<file path="config.mk">
export PLATFORM = sky130hd
export DESIGN_NAME = mem_port_arbiter
export DESIGN_NICKNAME = d
export VERILOG_FILES = /design/src/rtl/mem_port_arbiter.sv
export SDC_FILE = /design/constraint.sdc
export NUM_CORES = 1
export LEC_CHECK = 0
export ABC_AREA = 0
export CAP_MARGIN = 15
export CORE_AREA = 2 2 132 134
export CTS_CLUSTER_DIAMETER = 120
export DETAILED_ROUTE_END_ITERATION = 6
export DIE_AREA = 0 0 134 136
export DONT_BUFFER_PORTS = 1
export HOLD_SLACK_MARGIN = 0.08
export PLACE_DENSITY = 0.3
export SLEW_MARGIN = 25
export SYNTH_ARGS = -nofsm -noshare
export SYNTH_HDL_FRONTEND = slang
export SYNTH_SLANG_ARGS = --single-unit
export TNS_END_PERCENT = 20
</file>
<file path="constraint.sdc">
create_clock -name i_clk -period 2.6 [get_ports i_clk]
set_clock_uncertainty 0.2 [all_clocks]
set_input_delay 0.52 -clock i_clk [delete_from_list [all_inputs] [get_ports i_clk]]
set_output_delay 0.52 -clock i_clk [all_outputs]
set_load 0.02 [all_outputs]
</file>
<file path="src/rtl/mem_port_arbiter.sv">
// Two-requester (IF / LS) arbiter for a shared single-port SRAM with read tagging,
// LS priority with IF starvation bound, and LS lock. Optional macro: ARB_PERF_CNT_EN.

package mem_port_arbiter_pkg;
   typedef struct packed {
      logic valid;
      logic owner_ls;
   } tag_t;
endpackage

module mem_port_arbiter
   import mem_port_arbiter_pkg::*;
#(
   parameter int unsigned ADDR_W     = 32,
   parameter int unsigned DATA_W     = 32,
   parameter int unsigned RD_LAT     = 1,
   parameter int unsigned STARVE_MAX = 4
) (
   input  logic                i_clk,
   input  logic                i_reset,
   input  logic                i_if_req,
   input  logic [ADDR_W-1:0]   i_if_addr,
   output logic                o_if_gnt,
   output logic                o_if_rvalid,
   output logic [DATA_W-1:0]   o_if_rdata,
   input  logic                i_ls_req,
   input  logic                i_ls_we,
   input  logic                i_ls_lock,
   input  logic [ADDR_W-1:0]   i_ls_addr,
   input  logic [DATA_W-1:0]   i_ls_wdata,
   input  logic [DATA_W/8-1:0] i_ls_bmask,
   output logic                o_ls_gnt,
   output logic                o_ls_rvalid,
   output logic [DATA_W-1:0]   o_ls_rdata,
   output logic                o_mem_en,
   output logic                o_mem_we,
   output logic [ADDR_W-1:0]   o_mem_addr,
   output logic [DATA_W-1:0]   o_mem_wdata,
   output logic [DATA_W/8-1:0] o_mem_bmask,
   input  logic [DATA_W-1:0]   i_mem_rdata,
   output logic                o_busy,
   output logic [31:0]         o_if_wait_cnt,
   output logic [31:0]         o_ls_wait_cnt
);

   localparam int unsigned BMASK_W  = DATA_W / 8;
   localparam int unsigned STARVE_W = 4;
   localparam int unsigned LAST     = RD_LAT - 1;

   typedef enum logic {
      ST_OPEN,
      ST_LOCKED
   } lock_state_e;

   lock_state_e         state_q;
   logic [STARVE_W-1:0] starve_q, starve_d;
   tag_t                tag_q [RD_LAT];
   tag_t                tag_d;
   tag_t                tag_out;

   logic starved;
   logic if_win;
   logic any_valid;

   // Arbitration: LS first, IF forced once starved, IF excluded while locked.
   always_comb begin
      starved  = (starve_q == STARVE_W'(STARVE_MAX));
      if_win   = i_if_req && (state_q == ST_OPEN) && (!i_ls_req || starved);
      o_if_gnt = !i_reset && if_win;
      o_ls_gnt = !i_reset && i_ls_req && !if_win;
   end

   always_comb begin
      o_mem_en    = o_if_gnt | o_ls_gnt;
      o_mem_we    = 1'b0;
      o_mem_addr  = '0;
      o_mem_wdata = '0;
      o_mem_bmask = '0;
      if (o_if_gnt) begin
         o_mem_addr  = i_if_addr;
         o_mem_bmask = {BMASK_W{1'b1}};
      end else if (o_ls_gnt) begin
         o_mem_we    = i_ls_we;
         o_mem_addr  = i_ls_addr;
         o_mem_wdata = i_ls_wdata;
         o_mem_bmask = i_ls_bmask;
      end
   end

   // Starvation count only grows while IF waits behind LS grants.
   always_comb begin
      starve_d = starve_q;
      if (o_if_gnt || !i_if_req) begin
         starve_d = '0;
      end else if (o_ls_gnt && !starved) begin
         starve_d = starve_q + STARVE_W'(1);
      end
   end

   always_comb begin
      tag_d.valid    = o_mem_en && !o_mem_we;
      tag_d.owner_ls = o_ls_gnt;
   end

   always_ff @(posedge i_clk) begin
      if (i_reset) begin
         state_q  <= ST_OPEN;
         starve_q <= '0;
      end else begin
         starve_q <= starve_d;
         case (state_q)
            ST_OPEN:   if (o_ls_gnt && i_ls_lock)  state_q <= ST_LOCKED;
            ST_LOCKED: if (o_ls_gnt && !i_ls_lock) state_q <= ST_OPEN;
            default:   state_q <= ST_OPEN;
         endcase
      end
   end

   // Tag pipe: stage LAST lines up with the memory's read data.
   always_ff @(posedge i_clk) begin
      if (i_reset) begin
         for (int unsigned i = 0; i < RD_LAT; i++) begin
            tag_q[i] <= '0;
         end
      end else begin
         tag_q[0] <= tag_d;
         for (int unsigned i = 1; i < RD_LAT; i++) begin
            tag_q[i] <= tag_q[i-1];
         end
      end
   end

   always_comb begin
      tag_out   = tag_q[LAST];
      any_valid = 1'b0;
      for (int unsigned i = 0; i < RD_LAT; i++) begin
         any_valid = any_valid | tag_q[i].valid;
      end
      o_if_rvalid = !i_reset && tag_out.valid && !tag_out.owner_ls;
      o_ls_rvalid = !i_reset && tag_out.valid && tag_out.owner_ls;
      o_if_rdata  = o_if_rvalid ? i_mem_rdata : '0;
      o_ls_rdata  = o_ls_rvalid ? i_mem_rdata : '0;
      o_busy      = !i_reset && ((state_q == ST_LOCKED) || any_valid);
   end

`ifdef ARB_PERF_CNT_EN
   logic [31:0] if_wait_q, if_wait_d;
   logic [31:0] ls_wait_q, ls_wait_d;

   // Saturating stall counters.
   always_comb begin
      if_wait_d = if_wait_q;
      ls_wait_d = ls_wait_q;
      if (i_if_req && !o_if_gnt && (if_wait_q != 32'hFFFF_FFFF)) begin
         if_wait_d = if_wait_q + 32'd1;
      end
      if (i_ls_req && !o_ls_gnt && (ls_wait_q != 32'hFFFF_FFFF)) begin
         ls_wait_d = ls_wait_q + 32'd1;
      end
   end

   always_ff @(posedge i_clk) begin
      if (i_reset) begin
         if_wait_q <= '0;
         ls_wait_q <= '0;
      end else begin
         if_wait_q <= if_wait_d;
         ls_wait_q <= ls_wait_d;
      end
   end

   assign o_if_wait_cnt = if_wait_q;
   assign o_ls_wait_cnt = ls_wait_q;
`else
   assign o_if_wait_cnt = '0;
   assign o_ls_wait_cnt = '0;
`endif

endmodule

</file>
### Yosys cells after proc, flatten, opt, wreduce, memory -nomap -nowiden

Memories as Yosys holds them, arrays and structs flattened.
Index checks and enable logic that the tools add are counted.

| operators by class | value |
|---|---|
| reductions and logical operators | 26 |
| bitwise operators | 2 |
| muxes and demuxes | 18 |
| add/sub/neg operators | 1 |
| eq/ne operators | 1 |

Operators with widths:

| kind | number |
|---|---|
| 32-bit two-way mux | 6 |
| 1-bit logical AND | 13 |
| 1-bit zero test | 8 |
| 1-bit two-way mux | 8 |
| 4-bit two-way mux | 2 |
| 4-bit by 1-bit adder with 4-bit output (second input constant) | 1 |
| 4-bit by 3-bit == test with 1-bit output (second input constant) | 1 |
| 2-bit OR reduction | 2 |
| 1-bit logical OR | 3 |
| 2-bit two-way mux | 1 |
| 1-bit case mux with 2 select lines | 1 |
| 1-bit NOT | 1 |
| 1-bit bitwise OR | 1 |

| word-level totals | value |
|---|---|
| register bits after elaboration | 5 |
| memories kept | 1 |
| memory bits (writable) | 2 |
| output and inout bits | 203 |

Memories:

| memory | depth | width | read ports | clocked after memory_dff | wr ports | line | text |
|---|---|---|---|---|---|---|---|
| tag_q | 1 | 2 | 1 | 0 | 1 | 57 | `tag_t tag_q [RD_LAT];` |

### Longest topological paths before layout

Gate-level depths: netlist of run 1.

| depth | value |
|---|---|
| depth after elaboration | 10 |
| gate-level depth with buffers | 7 |

### Worst setup path after synthesis of run 1

Ideal clock, no wire load.

| timing path | value |
|---|---|
| path kind | register -> output |
| start | register starve_q[0] |
| end | output o_mem_addr[11] |
| stages on the path, launching flop included | 7 |
| buffers on the path | 1 |
| slack | 0.295 ns |
| arrival | 1.585 ns |
| path through | dfxtp_1 inv_1 ha_1 nand3b_1 clkbuf_1 o211ai_1 a21oi_1 |

| between the ends | value |
|---|---|
| word-level cells in the longest chain between the ends | 7 |
| elaborated cells on any way between the ends | 8 |

RTL lines:

| element | line | text |
|---|---|---|
| from (decl) | 56 | `logic [STARVE_W-1:0] starve_q, starve_d;` |
| from (signal assigned) | 110 | `starve_q <= starve_d;` |
| 4-bit by 3-bit == test with 1-bit output (*) | 67 | `starved = (starve_q == STARVE_W'(STARVE_MAX));` |
| 1-bit logical OR (*) | 68 | `if_win = i_if_req && (state_q == ST_OPEN) && (!i_ls_req \|\| starved);` |
| 1-bit logical AND (*) | 68 |  |
| 1-bit zero test | 70 | `o_ls_gnt = !i_reset && i_ls_req && !if_win;` |
| 1-bit logical AND | 70 |  |
| 32-bit two-way mux | 82 | `end else if (o_ls_gnt) begin` |
| 32-bit two-way mux (*) | 79 | `if (o_if_gnt) begin` |
| to (decl) | 37 | `output logic [ADDR_W-1:0] o_mem_addr,` |

Mark *: on every way between the ends. The rest lies on a longest branch, timed or not.

### Final worst setup path of run 1

| timing path | value |
|---|---|
| start | register starve_q[0] |
| end | output o_mem_addr[2] |

Same word-level chain as after synthesis.

==> impl_metrics.ini, run 1 <==
[outcome]
status = complete, no violations

[grt]
grt_pass1_wl_um = 12900
grt_antenna_before_repair = 0
grt_max_degree = 47
grt_pass1_vias = 2246
overflow = 0
grt_use_total_pct = 9.26

[synthesis]
synth_edf_count = 0
synth_top_area_cell = and2_1
synth_area_per_cell_um2 = 6.81
netlist_area_um2 = 2380
async_flop_share_pct = 0
yosys.area.top_type_share_pct = 25.4
syn_inst = 350
yosysUniqueCellTypes = 29
synth_seq_cells = 7
synth_area_leaders = and2_1, buf_4, o211ai_1
ys.flop_type = dfxtp_1
yosysWarnings = 0
seq_area_frac_synth_pct = 5.88

[worst_setup_path]
reg2reg_from = starve_q[0]
cp_data_required_time_ns = 1.88
arrival_ns = 1.79
max_stage_delay_ns = 0.32
endpoint_kind = output pin
reg2reg_depth = 5
r2r-end = starve_q[1]
r2r_slack_ns = 0.87
crit_start = starve_q[0]
crit_path_end = o_mem_addr[2]
crit_top_cell = buf_4
critPathMaxFanout = 7
start_kind = register
critPathKind = reg2out
crit_chain = inv_1 -> ha_2 -> and3b_4 -> buf_4 -> o211ai_1 -> a21oi_1 -> buf_4
cp_slowest_cell = dfxtp_2

[routing]
viasPerCell = 4.33
wl_per_cell_um = 16.6
antenna_left = 0
drc_errors = 0
drt_iter0_markers = 96
num_vias = 2583
wl_um = 9920
dr.pass1.iters = 6

[sta]
fmax_ghz = 0.399
hold_ws_ns = 0.163
finalCriticalPeriod_ns = 2.51
tightest_slew_ns = 0.615
hold_violations = 0
slew_viol_final = 0
setup-violations-final = 0
finalCritPeriodShare_pct = 96.4
relSlewSlack_pct = 58.9

[floorplan]
initial_core_util_pct = 14.1
dieArea_um2 = 18200
core_area_um2 = 16900
die_y_um = 136
rows = 48
num_io_pins = 341
die_w_um = 134

[placement]
dpl.hpwl_um = 7510
globalplace.congestion = 0.831
dp.cells = 588
port_buffers = 0

[clock_network]
clockBufferDepth = 2
clkTransAtPathRegs_ns = 0.04
cts_tree = yes
clkLatencyLatePin_ns = 0.23
cts_root_buffer = clkbuf_16
clock_sinks = 7
cts_max_level = 1
cts_buffers = 3
postCtsHoldBufs = 0

[finish]
layout.cells.non_filler = 597
area_growth_syn_to_layout_pct = 21.2
fill_cells = 1926
diodes = 0
layout.nets = 513
drive_gt1_share_pct = 27.4
utilization_pct = 17.1
layout_common_cells = o211ai_1, and2_1, conb_1

[hold_path]
hp-class = in2reg

[pwr]
peakVddDrop_v = 0.000116
power_per_cell_area_nw_per_um2 = 279
p_leak_nw = 1.16

[run]
maxCapViolCount = 0
[cells by family after synthesis]
| kind of cell | share of synthesized area (%) |
|---|---|
| buffers and inverters | 29.1 |
| AO/OA/AOI/OAI | 32.6 |
| flip-flops | 5.88 |
| adder cells (fa/ha/maj) | 1.05 |
| AND/OR/NAND/NOR | 31.2 |
| other | 0.157 |
[report_power, final]
part / internal [W] / switching (W) / leakage, nW
registers: 0.000112 / 0.00000370 / 0.0582
clock network: 0.000204 / 0.0000606 / 0.0382
logic: 0.000137 / 0.000289 / 1.06
total: 0.000453 / 0.000353 / 1.16
[worst max-delay path: cells and delay by family, from the launching register on]
| family | cells | cell delay, ns |
|---|---|---|
| adder cells (fa/ha/maj) | 1 | 0.22 |
| AND/OR/NAND/NOR | 1 | 0.31 |
| buffers and inverters | 3 | 0.41 |
| flip-flops | 1 | 0.32 |
| AO/OA/AOI/OAI | 2 | 0.29 |
[per-stage QoR]
| step | setup slack, ns | cell area (um^2) | setup TNS, ns | total power [W] |
|---|---|---|---|---|
| final | 0.0934 | 2890 | 0 | 0.000806 |
| after CTS | -0.0120 | 2800 | -0.108 | 0.000786 |
| after detailed placement | 0.159 | 2660 | 0 | 0.000513 |
| after floorplan | 0.295 | 2620 | 0 | 0.000513 |
| after global routing | -0.0107 | 2890 | -0.0412 | 0.000844 |
| after global placement | 0.201 | 2660 | 0 | 0.000513 |
[routing by layer]
layer	GRT usage [%]	routed length (um)	vias to the layer above
met2	16.2	5020	207
met1	10.7	3710	1234
met3	3.28	1040	6
met4	2.48	151	0
li1	-	-	1136
met5	0	0	-
[repair_timing]
action | 4_1_cts | 5_1_grt
gates resized for setup | 36 | 32
gates cloned | 1 | 2
pin swaps | 0 | 1
endpoints found under the setup margin | 54 | 61
hold endpoints to repair | 0 | 0
buffers inserted | 1 | 1
[cell type report]
type / instances / area, um^2 / share of cell area (%)
Tap cell: 225 / 282 / 9.74
Clock buffer: 4 / 78.8 / 2.73
Timing Repair Buffer: 55 / 479 / 16.6
Multi-Input combinational cell: 302 / 1890 / 65.5
Sequential cell: 7 / 143 / 4.93
Inverter: 4 / 15.0 / 0.519
[synthesized netlist by cell type, types with 2 or more instances]
cell type / number
a211oi_1: 4
buf_6: 3
nand2b_1: 2
clkbuf_1: 13
buf_4: 68
o211ai_1: 64
nand3_1: 3
ha_1: 2
and2_1: 97
dfxtp_1: 7
nor2b_1: 2
inv_1: 4
nor2_1: 3
nand2_1: 5
buf_2: 17
a21oi_1: 41
o21ai_0: 3
[worst min path at each step]
| stage | start | endpoint | slack [ns] | cells past startpoint |
|---|---|---|---|---|
| floorplan | starve_q[3] | starve_q[3] | 0.28 | 2 |
| global placement | starve_q[3] | starve_q[3] | 0.30 | 2 |
| detailed placement | starve_q[3] | starve_q[3] | 0.32 | 2 |
| CTS | i_reset | tag_q[0][0] | 0.16 | 1 |
| global route | i_reset | tag_q[0][0] | 0.17 | 1 |
| finish | i_reset | tag_q[0][0] | 0.16 | 1 |
(Power assumes the default switching activity.)
==> inputs of run 2 (changes only) <==
==> constraint.sdc (replaced) <==
create_clock -name i_clk -period 2.95 [get_ports i_clk]
set_clock_uncertainty 0.2 [all_clocks]
set_input_delay 0.59 -clock i_clk [delete_from_list [all_inputs] [get_ports i_clk]]
set_output_delay 0.59 -clock i_clk [all_outputs]
set_load 0.02 [all_outputs]
==> run 2 against run 1 <==
Net effect:
- final area down 13%
- via count down 9.3%
- non-clock buffer count shrank 37
- register-to-register slack improved by 0.19 ns
- critical path type unchanged
==> impl_metrics.ini, run 2 (same netlist as run 1, synthesis figures left out) <==
[routing]
drt_iter0_markers = 109
antenna_left = 0
viasPerCell = 4.19
wl_per_cell_um = 16.3
num_vias = 2343
drc_errors = 0
wl_um = 9130
dr.pass1.iters = 4

[pwr]
power_per_cell_area_nw_per_um2 = 259
clock_power_share_pct = 35.6
combPwrFrac_pct = 48.9
p_leak_nw = 0.919
intPower_w = 0.000354
peakVddDrop_v = 0.000163
switching_power_w = 0.000300
switching_share_pct = 45.9
p_seq_share_pct = 15.5

[sta]
fmax_ghz = 0.353
finalCritPeriodShare_pct = 96.0
rsz0062_at_grt = true
setup-violations-final = 0
finalCriticalPeriod_ns = 2.83
tightest_slew_ns = 0.556
layout_setup_ws_ns = 0.119
hold_violations = 0
slew_viol_final = 0
relSlewSlack_pct = 62.8
tns_ns = 0

[outcome]
status = complete, no violations

[finish]
diodes = 0
design_area_um2 = 2520
fill_cells = 1950
area_growth_syn_to_layout_pct = 5.77
layout_common_cells = and2_1, o211ai_1, conb_1
layout.cells.non_filler = 559
final_common_cell = and2_1
layout.nets = 475
drive_gt1_share_pct = 16.5

[clock_network]
postCtsHoldBufs = 0
cts_max_level = 1
clkLatencyLatePin_ns = 0.23
clkTransAtPathRegs_ns = 0.04
clockBufferDepth = 2
post_cts_buffers = 0
cts_tree = yes
clock_sinks = 7
cts_buffers = 3
cts_root_buffer = clkbuf_16

[run]
maxCapViolCount = 0

[worst_setup_path]
reg2reg_depth = 5
start_kind = register
r2r-end = starve_q[1]
critPathMaxFanout = 38
critPathKind = reg2out
r2r_slack_ns = 1.06
arrival_ns = 2.04
endpoint_kind = output pin
reg2reg_from = starve_q[0]
cp_data_required_time_ns = 2.16

[floorplan]
die_y_um = 136
rows = 48
dieArea_um2 = 18200
num_io_pins = 341
core_area_um2 = 16900
die_w_um = 134
initial_core_util_pct = 14.1

[hold_path]
hold_depth = 1
hp-class = in2reg
hold_end = tag_q[0][0]
min_from = i_reset

[grt]
grt_use_total_pct = 8.48
grt_pass1_wl_um = 11800
grt_pass1_vias = 2056
grt_max_degree = 47
overflow = 0
grt_antenna_before_repair = 0

[placement]
port_buffers = 0
placed_cell_area_um2 = 2400
dpl.hpwl_um = 7110
pre_cts_slack_ns = 0.264
dp.cells = 555
globalplace.congestion = 0.816
[run 2: cell types whose count changed in the layout (fill, tap and decap cells not counted), sizes merged]
cell,change
clkbuf,-1
and3b,-1
buf,-36
[run 2: power groups by stage]
stage                     clock, W  combinational [W]  sequential [W]
after global placement           0           0.000313        0.000103
after floorplan                  0           0.000350        0.000101
final                     0.000233           0.000320        0.000101
after global routing      0.000246           0.000340        0.000102
after CTS                 0.000237           0.000313        0.000102
after detailed placement         0           0.000312        0.000103
[run 2: what timing repair did]
item,CTS,global route
hold endpoints to repair,0,0
gates resized for setup,0,30
setup endpoints to repair,0,37
[run 2: worst max-delay path, cell delays in order (launching register included)]
cell and delay, ns:
dfxtp_1 0.36, inv_1 0.07, ha_1 0.23, and3b_4 0.34, a211oi_4 0.31, buf_8 0.22
and2_1 0.27
[run 2: stage by stage]
| stage | hold WS, ns | util (%) | power, W |
|---|---|---|---|
| 5_1_grt | 0.243 | 14.9 | 0.000688 |
| 3_3_place_gp | 0.297 | 14.2 | 0.000416 |
| 2_1_floorplan | 0.278 | - | 0.000452 |
| 4_1_cts | 0.235 | 14.7 | 0.000652 |
| 6_report | 0.252 | 14.9 | 0.000654 |
| 3_5_place_dp | 0.319 | 14.2 | 0.000415 |
[run 2: worst max path at each step]
stage	from	to	cells past startpoint
CTS	starve_q[0]	o_mem_wdata[9]	6
detailed placement	starve_q[0]	o_mem_wdata[9]	6
global route	starve_q[0]	o_mem_addr[12]	5
floorplan	i_if_req	o_mem_wdata[18]	5
global placement	starve_q[0]	o_mem_wdata[9]	6
finish	starve_q[0]	o_mem_wdata[26]	6
[run 2: per-layer routing]
metal	vias up	routed length, um	share of wire, %	track usage [%]
li1	1053	-	-	-
met1	1095	3660	40	10.1
met2	190	4760	52	15.7
met3	5	648	7.1	2.16
met4	0	59	0.65	1.00
met5	-	0	0	0
[run 2: area by class of cell]
type	instances	area [um^2]	area share, %
repair buffers	18	168	6.65
multi-input cells	301	1840	72.9
well taps	225	282	11.2
flip-flops and latches	7	140	5.56
inverters	4	15.0	0.595
clock buffers	4	78.8	3.12
